===== src/rtl/fasttwosum_reduce_seq.sv =====
// Serial frame reducer: folds a stream of compensated (sum, error) partials into one
// pair by scheduling acc-plus-element operand sets onto an external fixed-latency merge unit.
module fasttwosum_reduce_seq #(
  parameter int EXP_WIDTH_I  = 5,
  parameter int MANT_WIDTH_I = 2,
  parameter int MERGE_LAT    = 3,
  parameter int CNT_WIDTH    = 16,
  localparam int BIT_WIDTH_I = 1 + EXP_WIDTH_I + MANT_WIDTH_I
) (
  input  logic                   clk_i,
  input  logic                   rst_i,
  input  logic                   in_valid_i,
  output logic                   in_ready_o,
  input  logic [BIT_WIDTH_I-1:0] in_sum_i,
  input  logic [BIT_WIDTH_I-1:0] in_error_i,
  input  logic                   in_last_i,
  output logic [BIT_WIDTH_I-1:0] mrg_sum_a_o,
  output logic [BIT_WIDTH_I-1:0] mrg_error_a_o,
  output logic [BIT_WIDTH_I-1:0] mrg_sum_b_o,
  output logic [BIT_WIDTH_I-1:0] mrg_error_b_o,
  input  logic [BIT_WIDTH_I-1:0] mrg_sum_i,
  input  logic [BIT_WIDTH_I-1:0] mrg_error_i,
  output logic                   out_valid_o,
  input  logic                   out_ready_i,
  output logic [BIT_WIDTH_I-1:0] out_sum_o,
  output logic [BIT_WIDTH_I-1:0] out_error_o,
  output logic [CNT_WIDTH-1:0]   out_count_o
);

  localparam int WCNT_W = $clog2(MERGE_LAT + 1);

  typedef enum logic [1:0] {
    ST_EMPTY = 2'd0,
    ST_ACC   = 2'd1,
    ST_WAIT  = 2'd2,
    ST_DONE  = 2'd3
  } state_t;

  state_t                 state_r;
  state_t                 state_s;
  logic [BIT_WIDTH_I-1:0] acc_sum_r;
  logic [BIT_WIDTH_I-1:0] acc_err_r;
  logic [CNT_WIDTH-1:0]   cnt_r;
  logic [CNT_WIDTH-1:0]   cnt_inc_s;
  logic [WCNT_W-1:0]      wcnt_r;
  logic                   last_pend_r;
  logic [BIT_WIDTH_I-1:0] mrg_sum_a_r;
  logic [BIT_WIDTH_I-1:0] mrg_error_a_r;
  logic [BIT_WIDTH_I-1:0] mrg_sum_b_r;
  logic [BIT_WIDTH_I-1:0] mrg_error_b_r;
  logic                   in_hs_s;

  assign in_ready_o    = (state_r == ST_EMPTY) || (state_r == ST_ACC);
  assign out_valid_o   = (state_r == ST_DONE);
  assign out_sum_o     = acc_sum_r;
  assign out_error_o   = acc_err_r;
  assign out_count_o   = cnt_r;
  assign mrg_sum_a_o   = mrg_sum_a_r;
  assign mrg_error_a_o = mrg_error_a_r;
  assign mrg_sum_b_o   = mrg_sum_b_r;
  assign mrg_error_b_o = mrg_error_b_r;

  // Next-state decode, handshake qualification and saturating count increment
  always_comb begin
    state_s = state_r;
    in_hs_s = in_valid_i && in_ready_o;
    if (cnt_r == {CNT_WIDTH{1'b1}}) begin
      cnt_inc_s = cnt_r;
    end else begin
      cnt_inc_s = cnt_r + {{(CNT_WIDTH-1){1'b0}}, 1'b1};
    end
    case (state_r)
      ST_EMPTY: begin
        if (in_hs_s) begin
          state_s = in_last_i ? ST_DONE : ST_ACC;
        end else begin
          state_s = ST_EMPTY;
        end
      end
      ST_ACC: begin
        if (in_hs_s) begin
          state_s = ST_WAIT;
        end else begin
          state_s = ST_ACC;
        end
      end
      ST_WAIT: begin
        if (wcnt_r == {WCNT_W{1'b0}}) begin
          state_s = last_pend_r ? ST_DONE : ST_ACC;
        end else begin
          state_s = ST_WAIT;
        end
      end
      ST_DONE: begin
        if (out_ready_i) begin
          state_s = ST_EMPTY;
        end else begin
          state_s = ST_DONE;
        end
      end
      default: state_s = ST_EMPTY;
    endcase
  end

  // State, accumulator, counters and merge-operand registers
  always_ff @(posedge clk_i) begin
    if (rst_i) begin
      state_r       <= ST_EMPTY;
      acc_sum_r     <= '0;
      acc_err_r     <= '0;
      cnt_r         <= '0;
      wcnt_r        <= '0;
      last_pend_r   <= 1'b0;
      mrg_sum_a_r   <= '0;
      mrg_error_a_r <= '0;
      mrg_sum_b_r   <= '0;
      mrg_error_b_r <= '0;
    end else begin
      state_r <= state_s;
      case (state_r)
        ST_EMPTY: begin
          if (in_hs_s) begin
            acc_sum_r <= in_sum_i;
            acc_err_r <= in_error_i;
            cnt_r     <= {{(CNT_WIDTH-1){1'b0}}, 1'b1};
          end
        end
        ST_ACC: begin
          // Operands stay frozen from here until the next issue
          if (in_hs_s) begin
            mrg_sum_a_r   <= acc_sum_r;
            mrg_error_a_r <= acc_err_r;
            mrg_sum_b_r   <= in_sum_i;
            mrg_error_b_r <= in_error_i;
            wcnt_r        <= WCNT_W'(MERGE_LAT);
            last_pend_r   <= in_last_i;
          end
        end
        ST_WAIT: begin
          if (wcnt_r != {WCNT_W{1'b0}}) begin
            wcnt_r <= wcnt_r - {{(WCNT_W-1){1'b0}}, 1'b1};
          end else begin
            acc_sum_r <= mrg_sum_i;
            acc_err_r <= mrg_error_i;
            cnt_r     <= cnt_inc_s;
          end
        end
        ST_DONE: begin
          if (out_ready_i) begin
            acc_sum_r   <= '0;
            acc_err_r   <= '0;
            cnt_r       <= '0;
            last_pend_r <= 1'b0;
          end
        end
        default: ;
      endcase
    end
  end

endmodule


===== config.mk =====
export PLATFORM = sky130hd
export DESIGN_NAME = fasttwosum_reduce_seq
export DESIGN_NICKNAME = d
export VERILOG_FILES = /design/src/rtl/fasttwosum_reduce_seq.sv
export SDC_FILE = /design/constraint.sdc
export NUM_CORES = 1
export LEC_CHECK = 0
export ABC_CLOCK_PERIOD_IN_PS = 2500
export CAP_MARGIN = 20
export CORE_MARGIN = 3
export CORE_UTILIZATION = 25
export CTS_CLUSTER_DIAMETER = 120
export DETAILED_ROUTE_END_ITERATION = 7
export GPL_ROUTABILITY_DRIVEN = 0
export PLACE_DENSITY = 0.56
export SLEW_MARGIN = 30
export SYNTH_ARGS = -nofsm -noshare
export SYNTH_HDL_FRONTEND = slang
export SYNTH_SLANG_ARGS = --single-unit

===== constraint.sdc =====
create_clock -name clk_i -period 2.5 [get_ports clk_i]
set_input_delay 0.5 -clock clk_i [delete_from_list [all_inputs] [get_ports clk_i]]
set_output_delay 0.5 -clock clk_i [all_outputs]
set_load 0.02 [all_outputs]

Yosys cells after proc, flatten, opt, wreduce, memory -nomap -nowiden:

Index checks and enable logic that the tools add are counted.

* $add $sub $neg: 2
* equality and inequality tests: 10
* multiplexer cells: 25
* reductions and logical operators: 13

Operators by type and width (number)
* $mux W16: 4
* $pmux W16 S3: 1
* $pmux W8 S3: 2
* $mux W8: 5
* $add A16 B1 Y16 const B: 1
* $eq A16 B16 Y1 const B: 1
* $mux W2: 8
* $ne A2 B2 Y1 const B: 5
* $pmux W2 S4: 1
* $reduce_and A3 Y1: 2
* $reduce_bool A2 Y1: 3
* $reduce_and A5 Y1: 1
* $eq A2 B2 Y1 const B: 2
* $logic_not A2 Y1: 2
* $pmux W2 S2: 1
* $reduce_and A4 Y1: 1
* $reduce_bool A3 Y1: 1
* $eq A2 B1 Y1 const B: 1
* $mux W1: 2
* $ne A2 B1 Y1 const B: 1
* $pmux W1 S2: 1
* $reduce_and A2 Y1: 1
* $sub A2 B1 Y2 const B: 1
* $logic_and A1 B1 Y1: 1
* $logic_or A1 B1 Y1: 1

* register bits after elaboration: 69
* input bits: 37

Logic depth before layout (Yosys ltp):

* depth in word-level cells: 5
* depth in mapped cells: 8
* mapped depth without buffers: 6

Worst setup path before layout:

No wires, ideal clock.

* path type: register to register
* start: reg cnt_r[0], in the netlist out_count_o[0]
* end: reg cnt_r[3], in the netlist out_count_o[3]
* library setup time: 71 ps
* arrival: 1896 ps
* data required time: 2429 ps
* setup slack: 533 ps
* stages on the path, launching flop included: 8
* buffers on the path: 2
* clock period less this slack: 1967 ps
* cell sequence: dfxtp_1 ha_1 and4_1 buf_6 and4_4 buf_6 or4_1 o2bb2ai_1

* word-level cells in the longest chain between the ends: 4

Ends and longest elaborated chain
* start, declared: RTL line 43 `logic [CNT_WIDTH-1:0] cnt_r;`
* start signal, assigned: RTL line 125 `cnt_r <= {{(CNT_WIDTH-1){1'b0}}, 1'b1};`
* start signal, assigned: RTL line 145 `cnt_r <= cnt_inc_s;`
* $add A16 B1 Y16: RTL line 70 `cnt_inc_s = cnt_r + {{(CNT_WIDTH-1){1'b0}}, 1'b1};`
* $mux W16: RTL line 67 `if (cnt_r == {CNT_WIDTH{1'b1}}) begin`
* $mux W16: RTL line 140 `if (wcnt_r != {WCNT_W{1'b0}}) begin`
* $pmux W16 S3: RTL line 120 `case (state_r)`

Parallel ways exist; a longest one is shown, timed or not. The select of a mux whose other input is x is not followed.
A chain may end at the register's enable or synchronous reset.

Final worst setup path:

* start: reg state_r[1]
* end: out out_valid_o

* word-level cells in the longest chain between the ends: 1

Ends and longest elaborated chain
* start, declared: RTL line 39 `state_t state_r;`
* start signal, assigned: RTL line 119 `state_r <= state_s;`
* $eq A2 B2 Y1: RTL line 54 `assign out_valid_o = (state_r == ST_DONE);`
* end, declared: RTL line 23 `output logic out_valid_o,`

Every way passes these cells.

==> impl_metrics.py <==
metrics = {
    "run_status": {
        "outcome": "finished, final reports clean",
    },
    "pwr": {
        "combPwrFrac_pct": 21.2,
        "fin_total_pwr_mw": 3.20,
        "seqPwrFrac_pct": 38.7,
        "power.share.clock_pct": 40.1,
        "powerDensity_nw_per_um2": 711,
        "p_switching_uw": 921,
        "p_leak_nw": 1.52,
        "sw_frac_of_total_pct": 28.7,
        "vdd_drop_max_mv": 0.250,
        "internal-power_mw": 2.28,
    },
    "critical_path": {
        "crit_arrival_ns": 1.85,
        "worst-setup-path-type": "reg -> out",
        "cp.required_ns": 2.00,
        "critPathMaxFanout": 15,
        "critPathLaunchType": "flip-flop",
        "cp-end-kind": "output pin",
        "reg2reg_depth": 5,
    },
    "logic_synthesis": {
        "synth_seq_cells": 69,
        "netlist_instances": 375,
        "synth_edf_count": 0,
        "synth.distinct_cells": 49,
        "synthFlopType": "dfxtp_1",
        "syn_area_per_cell_um2": 8.16,
        "syn_area_um2": 3060,
        "async_flop_share_pct": 0,
        "syn_nets": 414,
        "ys_seq_area_share_pct": 45.2,
        "ys_warn_count": 0,
    },
    "routing": {
        "wire_per_inst_um": 16.2,
        "via_per_inst": 5.00,
        "routed_wl_mm": 9.93,
        "dr.pass1.iters": 4,
        "route.detailed.drc": 0,
        "vias": 3069,
        "drt-initial-drc-count": 225,
        "final_antenna_net_count": 0,
    },
    "floorplan": {
        "core_area_um2": 11700,
        "start_util_pct": 26.1,
        "dieWidth_um": 117,
        "num_io_pins": 103,
        "rows": 39,
        "die_h_um": 117,
        "die_area_um2": 13600,
    },
    "sta": {
        "setup_viol": 0,
        "tns_ns": 0,
        "hold_viol": 0,
        "layout_min_cycle_time_ns": 2.35,
        "setup_ws_ns": 0.146,
        "skew_ns": 0.00661,
        "timing.fmax_mhz": 425,
        "worstMarginPinSlew_ns": 0.551,
        "rsz0062_at_grt": "false",
        "holdWs_ns": 0.454,
        "max_slew_margin_pct": 63.2,
        "maxSlewViolCount": 0,
        "finalCritPeriodShare_pct": 94.1,
    },
    "clock_tree": {
        "cts_root_buf": "clkbuf_16",
        "htreeDepth": 3,
        "post_cts.repair.setup_buffers": 0,
        "path_clk_slew_ns": 0.06,
        "clock_sinks": 69,
        "cts_buffers": 9,
        "tritoncts": "yes",
        "ctsResizeCount": 0,
        "clk_latency_ns": 0.33,
        "clockBufferDepth": 2,
        "cts_hold_buffers": 0,
    },
    "cells_and_area": {
        "final_util_pct": 38.4,
        "antenna_cells": 0,
        "layout-drive-gt1-share_pct": 7.43,
        "syn_to_final_growth_pct": 47.2,
        "final_cell_area_um2": 4500,
        "fin_cells": 614,
        "final_common_cell": "clkdlybuf4s50_1",
        "fin_nets": 505,
        "layout_common_cells": "clkdlybuf4s50_1, nand2_1, dfxtp_1",
    },
    "placed_design": {
        "io_buffers": 102,
        "place_ws_ns": 0.241,
        "place_area_um2": 4200,
        "hpwl_mm": 7.02,
        "place_inst": 598,
    },
    "grt": {
        "grt_overflow": 0,
        "grt_max_degree": 53,
        "grt_pass1_wl_mm": 15.4,
        "grt_usage_pct": 14.6,
        "antenna_found_initial": 0,
        "grt_pass1_vias": 2885,
    },
    "flow_run": {
        "maxCapViolCount": 0,
    },
    "worst_hold_path": {
        "min_path_cells": 2,
        "hold_path.class": "reg -> reg",
    },
}
power by group through the flow:
stage	sequential, mW	clock, mW	combinational (mW)
2_1_floorplan	1.33	0	0.292
3_3_place_gp	1.26	0	0.674
3_5_place_dp	1.27	0	0.682
4_1_cts	1.24	1.31	0.684
5_1_grt	1.25	1.37	0.743
6_report	1.24	1.28	0.678
critical path, cell delays in order, from the launching register on:
cell	delay, ns
dfxtp_1	0.60
and2_1	0.28
clkdlybuf4s50_1	0.64
state kept, by name (all words and copies together) (netlist names):
signal and flops:
mrg_error_a_o 8, last_pend_r 1, mrg_sum_a_o 8, state_r 2
out_sum_o 8, mrg_error_b_o 8, mrg_sum_b_o 8, out_error_o 8
wcnt_r 2, out_count_o 16
synth_stat cells, types with 5 or more instances:
cell / count / area, µm²
nand2b_1: 11 / 68.8
and3_1: 5 / 31.3
dfxtp_1: 69 / 1380
nand3b_1: 5 / 37.5
a221oi_1: 17 / 149
nor2_1: 26 / 97.6
clkbuf_1: 26 / 97.6
nor3_1: 16 / 80.1
a211oi_1: 9 / 67.6
o21ai_0: 5 / 25.0
nand4_1: 5 / 31.3
a21oi_1: 37 / 185
nand2_1: 70 / 263
inv_1: 6 / 22.5
nand3_1: 6 / 30.0
kinds of logic after synthesis:
family | count (synthesis) | share of synthesized area (%)
xor gates and xnor gates | 1 | 0.286
muxes | 3 | 1.02
AOI/OAI and AO/OA | 93 | 20.5
DFF | 69 | 45.2
adders and majority gates | 2 | 0.818
buffers and inverters | 41 | 5.68
and+or+nand+nor | 166 | 26.6
layout make-up:
class	instances	area [µm²]
sequential	69	1380
clock inverter	5	60.1
tap	143	179
timing repair buffer	114	1110
clock buffer	11	243
inverter	7	26.3
multi-input combinational	265	1510
fill	1223	7210
worst paths after layout:
kind                    startpoint          endpoint  slack [ns]
setup reg to reg    out_count_o[0]   out_count_o[11]        0.28
hold / removal    mrg_error_a_o[1]  mrg_error_a_o[1]        0.45
setup / recovery        state_r[1]       out_valid_o        0.15
hold reg to reg   mrg_error_a_o[1]  mrg_error_a_o[1]        0.45
routing by layer:
metal	part of all wire (%)	routed length (µm)	GRT usage (%)	vias to the layer above
li1	-	-	-	1538
met2	46	4600	22.4	82
met3	5.0	500	2.85	10
met5	0	0	0	-
met1	47	4710	20.0	1439
met4	1.3	131	6.04	0
(Power assumes the default switching activity.)
